## config.mk

```make
export PLATFORM = sky130hd
export DESIGN_NAME = div_unit_flat
export DESIGN_NICKNAME = d
export VERILOG_FILES = /design/src/rtl/div_unit_if.sv /design/src/rtl/div_unit.sv /design/src/flat_wrapper.sv
export SDC_FILE = /design/constraint.sdc
export NUM_CORES = 1
export LEC_CHECK = 0
export BUFFER_PORTS_ARGS = -buffer_cell sky130_fd_sc_hd__buf_2
export CAP_MARGIN = 40
export CORE_AREA = 10 10 156 158
export CTS_CLUSTER_DIAMETER = 30
export DETAILED_ROUTE_END_ITERATION = 12
export DIE_AREA = 0 0 166 168
export PLACE_DENSITY = 0.88
export SYNTH_ARGS = -nofsm -noshare
export SYNTH_HDL_FRONTEND = slang
export SYNTH_SLANG_ARGS = --single-unit
export TNS_END_PERCENT = 10
```

## constraint.sdc

```tcl
create_clock -name clk -period 5.2 [get_ports clk]
set_input_delay 0.52 -clock clk [delete_from_list [all_inputs] [get_ports clk]]
set_output_delay 0.52 -clock clk [all_outputs]
set_load 0.005 [all_outputs]
```

## src/rtl/div_unit_if.sv

```systemverilog
// Request/response bundle for div_unit.
// The master side issues op/a/b and accepts results; the slave side is the divider.
interface div_unit_if #(
  parameter int WIDTH = 32
) ();
  logic             in_valid;
  logic             in_ready;
  logic [1:0]       op;
  logic [WIDTH-1:0] a;
  logic [WIDTH-1:0] b;
  logic             out_valid;
  logic             out_ready;
  logic [WIDTH-1:0] result;
  logic             busy;

  modport master (
    output in_valid, op, a, b, out_ready,
    input  in_ready, out_valid, result, busy
  );

  modport slave (
    input  in_valid, op, a, b, out_ready,
    output in_ready, out_valid, result, busy
  );
endinterface : div_unit_if

```

## src/rtl/div_unit.sv

```systemverilog
// div_unit: multi-cycle restoring radix-2 divider for RV32M DIV/DIVU/REM/REMU.
// One shift/subtract per clock; divide-by-zero and signed overflow are answered
// immediately with the RISC-V defined values.
// Optional build macro DIV_EARLY_TERM_EN: requests with |a| < |b| also finish
// in one cycle (quotient 0, remainder a). Results are identical either way.
module div_unit #(
  parameter int WIDTH = 32
) (
  input logic     clk,
  input logic     rst_n,
  div_unit_if.slave bus
);

  localparam int CW = $clog2(WIDTH);
  localparam logic [WIDTH-1:0] MIN_NEG = {1'b1, {(WIDTH-1){1'b0}}};

  typedef enum logic [1:0] {
    IDLE = 2'd0,
    BUSY = 2'd1,
    DONE = 2'd2
  } state_t;

  state_t           r_state;
  state_t           w_next;
  logic [CW-1:0]    r_cnt;
  logic [WIDTH-1:0] r_rem;
  logic [WIDTH-1:0] r_quo;
  logic [WIDTH-1:0] r_div;
  logic             r_neg_q;
  logic             r_neg_r;
  logic             r_ret_rem;
  logic [WIDTH-1:0] r_result;

  // Request decode: operand magnitudes and the one-cycle special cases.
  logic             w_signed;
  logic             w_a_neg;
  logic             w_b_neg;
  logic [WIDTH-1:0] w_abs_a;
  logic [WIDTH-1:0] w_abs_b;
  logic             w_b_zero;
  logic             w_ovf;
  logic             w_early;
  logic             w_special;
  logic [WIDTH-1:0] w_spec_res;
  logic             w_accept;
  logic             w_last;

  assign w_signed = ~bus.op[0];
  assign w_a_neg  = w_signed & bus.a[WIDTH-1];
  assign w_b_neg  = w_signed & bus.b[WIDTH-1];
  assign w_abs_a  = w_a_neg ? -bus.a : bus.a;
  assign w_abs_b  = w_b_neg ? -bus.b : bus.b;
  assign w_b_zero = (bus.b == '0);
  assign w_ovf    = w_signed & (bus.a == MIN_NEG) & (bus.b == '1);
`ifdef DIV_EARLY_TERM_EN
  assign w_early  = ~w_b_zero & ~w_ovf & (w_abs_a < w_abs_b);
`else
  assign w_early  = 1'b0;
`endif
  assign w_special = w_b_zero | w_ovf | w_early;
  assign w_accept  = bus.in_valid & (r_state == IDLE);
  assign w_last    = (r_cnt == CW'(WIDTH - 1));

  // Pick the immediate answer for a special-case request.
  always_comb begin
    // NOTE: every always_comb output gets a default first so no path can infer a latch.
    w_spec_res = bus.op[1] ? bus.a : '0;
    if (w_b_zero) begin
      w_spec_res = bus.op[1] ? bus.a : '1;
    end else if (w_ovf) begin
      w_spec_res = bus.op[1] ? '0 : bus.a;
    end
  end

  // One restoring step: the borrow of a WIDTH+1 bit subtract decides rem >= |b|.
  logic [WIDTH:0]   w_shift;
  logic [WIDTH:0]   w_sub;
  logic             w_ge;
  logic [WIDTH-1:0] w_rem_nxt;
  logic [WIDTH-1:0] w_quo_nxt;
  logic [WIDTH-1:0] w_q_fix;
  logic [WIDTH-1:0] w_r_fix;

  assign w_shift   = {r_rem, r_quo[WIDTH-1]};
  assign w_sub     = {1'b0, w_shift[WIDTH-1:0]} - {1'b0, r_div};
  assign w_ge      = w_shift[WIDTH] | ~w_sub[WIDTH];
  assign w_rem_nxt = w_ge ? w_sub[WIDTH-1:0] : w_shift[WIDTH-1:0];
  assign w_quo_nxt = {r_quo[WIDTH-2:0], w_ge};
  assign w_q_fix   = r_neg_q ? -w_quo_nxt : w_quo_nxt;
  assign w_r_fix   = r_neg_r ? -w_rem_nxt : w_rem_nxt;

  // State register.
  always_ff @(posedge clk) begin
    // NOTE: state is updated with non-blocking assignments so every flop samples pre-edge values.
    if (!rst_n) r_state <= IDLE;
    else        r_state <= w_next;
  end

  // Next-state logic.
  always_comb begin
    w_next = r_state;
    case (r_state)
      IDLE: if (bus.in_valid) w_next = w_special ? DONE : BUSY;
      BUSY: if (w_last)       w_next = DONE;
      DONE: if (bus.out_ready) w_next = IDLE;
      default:                w_next = IDLE;
    endcase
  end

  // Datapath: latch operands on accept, iterate in BUSY, apply sign fixup entering DONE.
  always_ff @(posedge clk) begin
    if (!rst_n) begin
      r_cnt     <= '0;
      r_rem     <= '0;
      r_quo     <= '0;
      r_div     <= '0;
      r_neg_q   <= 1'b0;
      r_neg_r   <= 1'b0;
      r_ret_rem <= 1'b0;
      r_result  <= '0;
    end else begin
      if (w_accept) begin
        r_cnt     <= '0;
        r_rem     <= '0;
        r_quo     <= w_abs_a;
        r_div     <= w_abs_b;
        r_neg_q   <= w_a_neg ^ w_b_neg;
        r_neg_r   <= w_a_neg;
        r_ret_rem <= bus.op[1];
        if (w_special) r_result <= w_spec_res;
      end else if (r_state == BUSY) begin
        r_cnt <= r_cnt + 1'b1;
        r_rem <= w_rem_nxt;
        r_quo <= w_quo_nxt;
        if (w_last) r_result <= r_ret_rem ? w_r_fix : w_q_fix;
      end
    end
  end

  assign bus.in_ready  = (r_state == IDLE);
  assign bus.out_valid = (r_state == DONE);
  assign bus.busy      = (r_state != IDLE);
  assign bus.result    = r_result;

endmodule : div_unit

```

## src/flat_wrapper.sv

```systemverilog
// flat-port wrapper written by rule: the top's interface ports become plain ports
module div_unit_flat 
#(
  parameter int WIDTH = 32
)
  (clk, rst_n, bus_in_valid, bus_op, bus_a, bus_b, bus_out_ready, bus_in_ready, bus_out_valid, bus_result, bus_busy);
  div_unit_if #(.WIDTH(WIDTH)) bus_i ();
  input logic clk;
  input logic rst_n;
  input wire logic [$bits(bus_i.in_valid)-1:0] bus_in_valid;
  input wire logic [$bits(bus_i.op)-1:0] bus_op;
  input wire logic [$bits(bus_i.a)-1:0] bus_a;
  input wire logic [$bits(bus_i.b)-1:0] bus_b;
  input wire logic [$bits(bus_i.out_ready)-1:0] bus_out_ready;
  output wire logic [$bits(bus_i.in_ready)-1:0] bus_in_ready;
  output wire logic [$bits(bus_i.out_valid)-1:0] bus_out_valid;
  output wire logic [$bits(bus_i.result)-1:0] bus_result;
  output wire logic [$bits(bus_i.busy)-1:0] bus_busy;
  assign bus_i.in_valid = bus_in_valid;
  assign bus_i.op = bus_op;
  assign bus_i.a = bus_a;
  assign bus_i.b = bus_b;
  assign bus_i.out_ready = bus_out_ready;
  assign bus_in_ready = bus_i.in_ready;
  assign bus_out_valid = bus_i.out_valid;
  assign bus_result = bus_i.result;
  assign bus_busy = bus_i.busy;
  div_unit #(.WIDTH(WIDTH)) u_core (.clk(clk), .rst_n(rst_n), .bus(bus_i));
endmodule
```

======== After elaboration in Yosys (flattened, before gate mapping) ========
Index checks and enable logic that the tools add are counted.
word-level totals
  bits in registers ....................... 138
  latch bits .............................. 0
  RAM bits ................................ 0
  memory bits (read-only) ................. 0
  input port bits ......................... 70
  output and inout port bits .............. 35
  logic and storage cells ................. 65
  memories kept ........................... 0
cells by class
  $add $sub $neg .......................... 6
  multipliers ............................. 0
  div/mod/pow operators ................... 0
  magnitude comparators ................... 0
  equality and inequality tests ........... 9
  shift-type cells ........................ 0
  muxes and demuxes ....................... 22
  bitwise operators ....................... 11
  reduce and logical (&&, ||, !) cells .... 8
operators by type and width
  kind                  count
  $mux 32               17
  $neg 32->32           4
  $eq 32x32->1 const B  2
  $sub 32x32->33        1
  $logic_not 32->1      1
  $mux 2                4
  $pmux 2 s3            1
  $reduce_and 3->1      2
  $reduce_bool 2->1     3
  $add 5x1->5 const B   1
  $and 1x1->1           5
  $eq 5x5->1 const B    1
  $ne 2x1->1 const B    2
  $ne 2x2->1 const B    2
  $not 1->1             3
  $eq 2x1->1 const B    1
  $eq 2x2->1 const B    1
  $logic_not 2->1       1
  $or 1x1->1            2
  $reduce_or 2->1       1
  $xor 1x1->1           1

======== Longest topological paths before layout ========
  depth after elaboration ................. 10
  mapped depth ............................ 27
  mapped depth without buffers ............ 21

======== Least setup slack after synthesis ========
OpenSTA, ideal clock, no wires.
  path type ............................... register to register
  start point ............................. register u_core.r_quo[31]
  end point ............................... register u_core.r_result[28], in the netlist u_core.bus.result[28]
  library setup time ...................... 0.069 ns
  arrival ................................. 5.100 ns
  data required time ...................... 5.131 ns
  path slack .............................. 0.031 ns
  stages on the path, launching flop included .. 25
  path buffers ............................ 6
  period minus slack after synthesis ...... 5.169 ns
  cell sequence ........................... dfxtp_1 -> inv_1 -> ha_1 -> fa_1 -> nor2b_4 -> o31a_1 -> buf_6 -> o21a_1 -> o311ai_4 -> nand2_2 -> buf_6 -> buf_2 -> buf_2 -> buf_2 -> buf_1 -> a21oi_1 -> inv_1 -> ha_1 -> inv_1 -> o31a_1 -> o21bai_2 -> or4_4 -> o31a_1 -> a211o_1 -> o21ai_1
between the ends
  word-level cells in the longest chain between the ends .. 10
  elaborated cells between the ends (all ways) .. 12
  those cells by class .................... add/sub: 3; mux: 7; bitwise: 2
ends and longest elaborated chain
  item                     line             RTL
  from (decl)              div_unit.sv:27   logic [WIDTH-1:0] r_quo;
  from (signal assigned)   div_unit.sv:125  r_quo <= w_abs_a;
  from (signal assigned)   div_unit.sv:134  r_quo <= w_quo_nxt;
  $sub 32x32->33           div_unit.sv:85   assign w_sub = {1'b0, w_shift[WIDTH-1:0]} - {1'b0, r_div};
  $not 1->1                div_unit.sv:86   assign w_ge = w_shift[WIDTH] | ~w_sub[WIDTH];
  $or 1x1->1               div_unit.sv:86
  $mux 32                  div_unit.sv:87   assign w_rem_nxt = w_ge ? w_sub[WIDTH-1:0] : w_shift[WIDTH-1:0];
  $neg 32->32              div_unit.sv:90   assign w_r_fix = r_neg_r ? -w_rem_nxt : w_rem_nxt;
  $mux 32                  div_unit.sv:90
  $mux 32 * (2 in series)  div_unit.sv:135  if (w_last) r_result <= r_ret_rem ? w_r_fix : w_q_fix;
  $mux 32 *                div_unit.sv:131  end else if (r_state == BUSY) begin
  $mux 32 *                div_unit.sv:122  if (w_accept) begin
  to (signal assigned)     div_unit.sv:130  if (w_special) r_result <= w_spec_res;
  to (signal assigned)     div_unit.sv:135
  to (decl)                div_unit.sv:32   logic [WIDTH-1:0] r_result;
Mark *: on every way between the ends. The rest lies on a longest branch, timed or not. The select of a mux whose other input is x is not followed.
A chain may end at the register's enable or synchronous reset.

======== Worst setup path after layout ========
  start point ............................. register u_core.r_div[9]
  end point ............................... register u_core.r_result[26], in the netlist u_core.bus.result[26]
between the ends
  word-level cells in the longest chain between the ends .. 10
  elaborated cells between the ends (all ways) .. 12
  those cells by class .................... add/sub: 3; mux: 7; bitwise: 2
ends and longest elaborated chain
  item                     line             RTL
  from (decl)              div_unit.sv:28   logic [WIDTH-1:0] r_div;
  from (signal assigned)   div_unit.sv:126  r_div <= w_abs_b;
  $sub 32x32->33 *         div_unit.sv:85
  $not 1->1                div_unit.sv:86
  $or 1x1->1               div_unit.sv:86
  $mux 32                  div_unit.sv:87
  $neg 32->32              div_unit.sv:90
  $mux 32                  div_unit.sv:90
  $mux 32 * (2 in series)  div_unit.sv:135
  $mux 32 *                div_unit.sv:131
  $mux 32 *                div_unit.sv:122
Marks and branches as above.

==> impl_metrics.json <==
{
  "status": "complete, no violations",
  "grt_pass1_vias": 11590,
  "layout_commonest_cell": "nor2_1",
  "leakagePower_nw": 4.870,
  "ir_worst_vdd_v": 0.0003053,
  "gp_congestion": 0.9955,
  "worstSetupStartpointType": "register",
  "layout-drive-gt1-share_pct": 11.32,
  "overflow": 0,
  "port_buffers": 104,
  "antenna_found_initial": 0,
  "yosysSeqAreaShare_pct": 24.02,
  "die_area_um2": 27890,
  "clkSinkCount": 138,
  "finalClockSkew_ns": 0.01501,
  "fin_tns_setup_ns": 0,
  "slew_violations": 0,
  "synth.cell_area_um2": 11500,
  "relSlewSlack_pct": 45.09,
  "layout.nets": 1741,
  "rsz0062_at_grt": "false",
  "final_cell_area_um2": 12790,
  "ys_warn_count": 0,
  "cts_tree": "yes",
  "hold_path.class": "in -> reg",
  "hold_buffers": 0,
  "clockPowerShare_pct": 30.6,
  "grt.total_usage_pct": 27.27,
  "num_antenna_cells": 0,
  "grt_max_degree": 63,
  "numCtsBuffers": 17,
  "clk_latency_ns": 0.44,
  "worstSetupPathType": "reg -> reg",
  "p_switching_mw": 1.785,
  "vias_per_cell": 6.693,
  "antenna_left": 0,
  "comb_power_share_pct": 41.5,
  "swShare_pct": 41.04,
  "rows": 54,
  "final_cell_mix": "nor2_1, nand2_1, dfxtp_1, o21ai_0, a21oi_1",
  "die_w_um": 166,
  "fin_crit_sh_pct": 94.27,
  "synth_edf_count": 0,
  "async_reset_ff_share_pct": 0,
  "arrival_ns": 5.22,
  "drt_iter0_markers": 2112,
  "root_buffer": "clkbuf_16",
  "core_um2": 21420,
  "vias": 12870,
  "drt-total-wl_um": 40720,
  "post_cts_buffers": 0,
  "drc": 0,
  "start_util_pct": 53.70,
  "cts_resized": 0,
  "p_int_mw": 2.564,
  "report.final.setup_viol": 0,
  "num_io_pins": 105,
  "areaGrowthSynthToFinish_pct": 11.17,
  "endpoint_kind": "register",
  "clock.fmax_ghz": 0.2040,
  "worstPathMaxFanout": 16,
  "syn-num-nets": 1702,
  "cp.required_ns": 5.51,
  "worst_pin_slew_ns": 0.8167,
  "layout_min_cycle_time_ns": 4.902,
  "h-tree-depth": 4,
  "fillers": 1914,
  "wl_per_cell_um": 21.18,
  "drt_pass1_iterations": 6,
  "p_seq_share_pct": 28.0,
  "ys.flop_type": "dfxtp_1",
  "avgSynthCellArea_um2": 7.225,
  "cts_buffer_depth": 2,
  "synthesis.instances": 1592,
  "die_y_um": 168,
  "ys_ff_latch": 138,
  "p_per_area_nw_per_um2": 340.1,
  "grt_pass1_wl_um": 63070,
  "finalHoldViolations": 0,
  "hpwlAfterDp_um": 30620,
  "dpl-instance-area_um2": 12160,
  "path_clk_slew_ns": 0.07,
  "hold_slack_ns": 0.3831,
  "cap_violations": 0,
  "ys_types": 80
}
==> flip-flops by register name, indices dropped and copies added, names as in the netlist <==
signal and flops:
u_core.r_ret_rem 1, u_core.r_div 32, u_core.r_neg_r 1, u_core.r_state 2, u_core.r_quo 32, u_core.bus.result 32, u_core.r_cnt 5, u_core.r_rem 32
u_core.r_neg_q 1
==> layer usage <==
metal	vias to the layer above	part of all wire (%)	global-route usage (%)
li1	5935	-	-
met1	5972	40	36.44
met2	848	45	42.71
met3	115	11	4.633
met4	0	3.4	10.94
met5	-	0	0
==> cell usage after synthesis (14+ instances only) <==
cell,number,area (um^2)
a211oi_1,60,450.4
a21o_1,15,112.6
a21oi_1,112,560.5
a311oi_1,34,297.8
a31oi_1,20,125.1
and2_1,15,93.84
clkbuf_1,82,307.8
dfxtp_1,138,2763
ha_1,39,488.0
inv_1,55,206.5
mux2i_1,20,200.2
nand2_1,158,593.1
nand2b_1,14,87.58
nand3_1,37,185.2
nand4_1,19,118.9
nor2_1,192,720.7
nor3_1,40,200.2
nor4_1,24,150.1
o211ai_1,19,142.6
o21ai_0,122,610.6
o31ai_1,29,217.7
o41ai_1,17,148.9
or3_1,30,187.7
or4_1,16,120.1
xnor2_1,73,639.4
xor2_1,50,437.9
==> cells by family after synthesis <==
kind of cell / count (synthesis) / synth area share [%]
XOR/XNOR: 123 / 9.366
AND/OR/NAND/NOR: 594 / 24.57
AO/OA/AOI/OAI: 510 / 29.74
multiplexers: 25 / 2.230
buffers and inverters: 162 / 5.657
adder cells (fa/ha/maj): 40 / 4.416
flip-flops: 138 / 24.02
==> power groups by stage <==
stage	sequential (mW)	clock (mW)	combinational [mW]
6_report	1.22	1.33	1.80
5_1_grt	1.22	1.37	1.95
4_1_cts	1.21	1.33	1.74
3_5_place_dp	1.23	0	1.73
3_3_place_gp	1.23	0	1.70
2_1_floorplan	1.20	0	1.28
==> cell type report <==
| class | instances | area, um^2 | share of cell area [%] |
|---|---|---|---|
| multi-input cells | 1292 | 8109 | 63.41 |
| flip-flops and latches | 138 | 2763 | 21.60 |
| repair buffers | 127 | 738.2 | 5.773 |
| clock buffers | 18 | 429.2 | 3.356 |
| well taps | 280 | 350.3 | 2.740 |
| inverters | 55 | 206.4 | 1.614 |
| clock inverters | 13 | 191.4 | 1.497 |
==> stage by stage <==
stage               total power [mW]  setup slack (ns)  std cells  util, %
finish                         4.349            0.2980       1923    59.70
global route                   4.534           0.01886       1923    59.70
CTS                            4.277            0.2703       1923    59.67
detailed placement             2.958            0.2912       1892    56.78
global placement               2.926            0.4654       1887    56.39
floorplan                      2.480           0.03102       1592        -
==> worst paths after layout <==
kind	from	endpoint	slack (ns)	cells after the start
worst min register to register	u_core.bus.result[8]$_SDFFE_PN0P_	u_core.bus.result[8]$_SDFFE_PN0P_	0.45	2
worst min-delay path	bus_out_ready	u_core.r_state[1]$_SDFFE_PN0P_	0.38	3
worst max-delay path	u_core.r_div[9]$_SDFFE_PN0P_	u_core.bus.result[26]$_SDFFE_PN0P_	0.30	18
worst max register to register	u_core.r_div[9]$_SDFFE_PN0P_	u_core.bus.result[26]$_SDFFE_PN0P_	0.30	18
==> worst max-delay path, cell delays in order (launching register included) <==
cell and delay [ns]:
dfxtp_1 0.31, inv_1 0.05, ha_1 0.42, a21o_1 0.25, a311oi_2 0.38, nor3_2 0.15
o311ai_4 0.49, nand2_4 0.21, inv_1 0.12, ha_1 0.18, nand2b_1 0.16, or4_1 0.59
or3_1 0.44, o41ai_1 0.32, xor2_1 0.18, nor2_1 0.07, o211a_1 0.26, o211ai_1 0.09
a31oi_1 0.10
(Power assumes the default switching activity.)
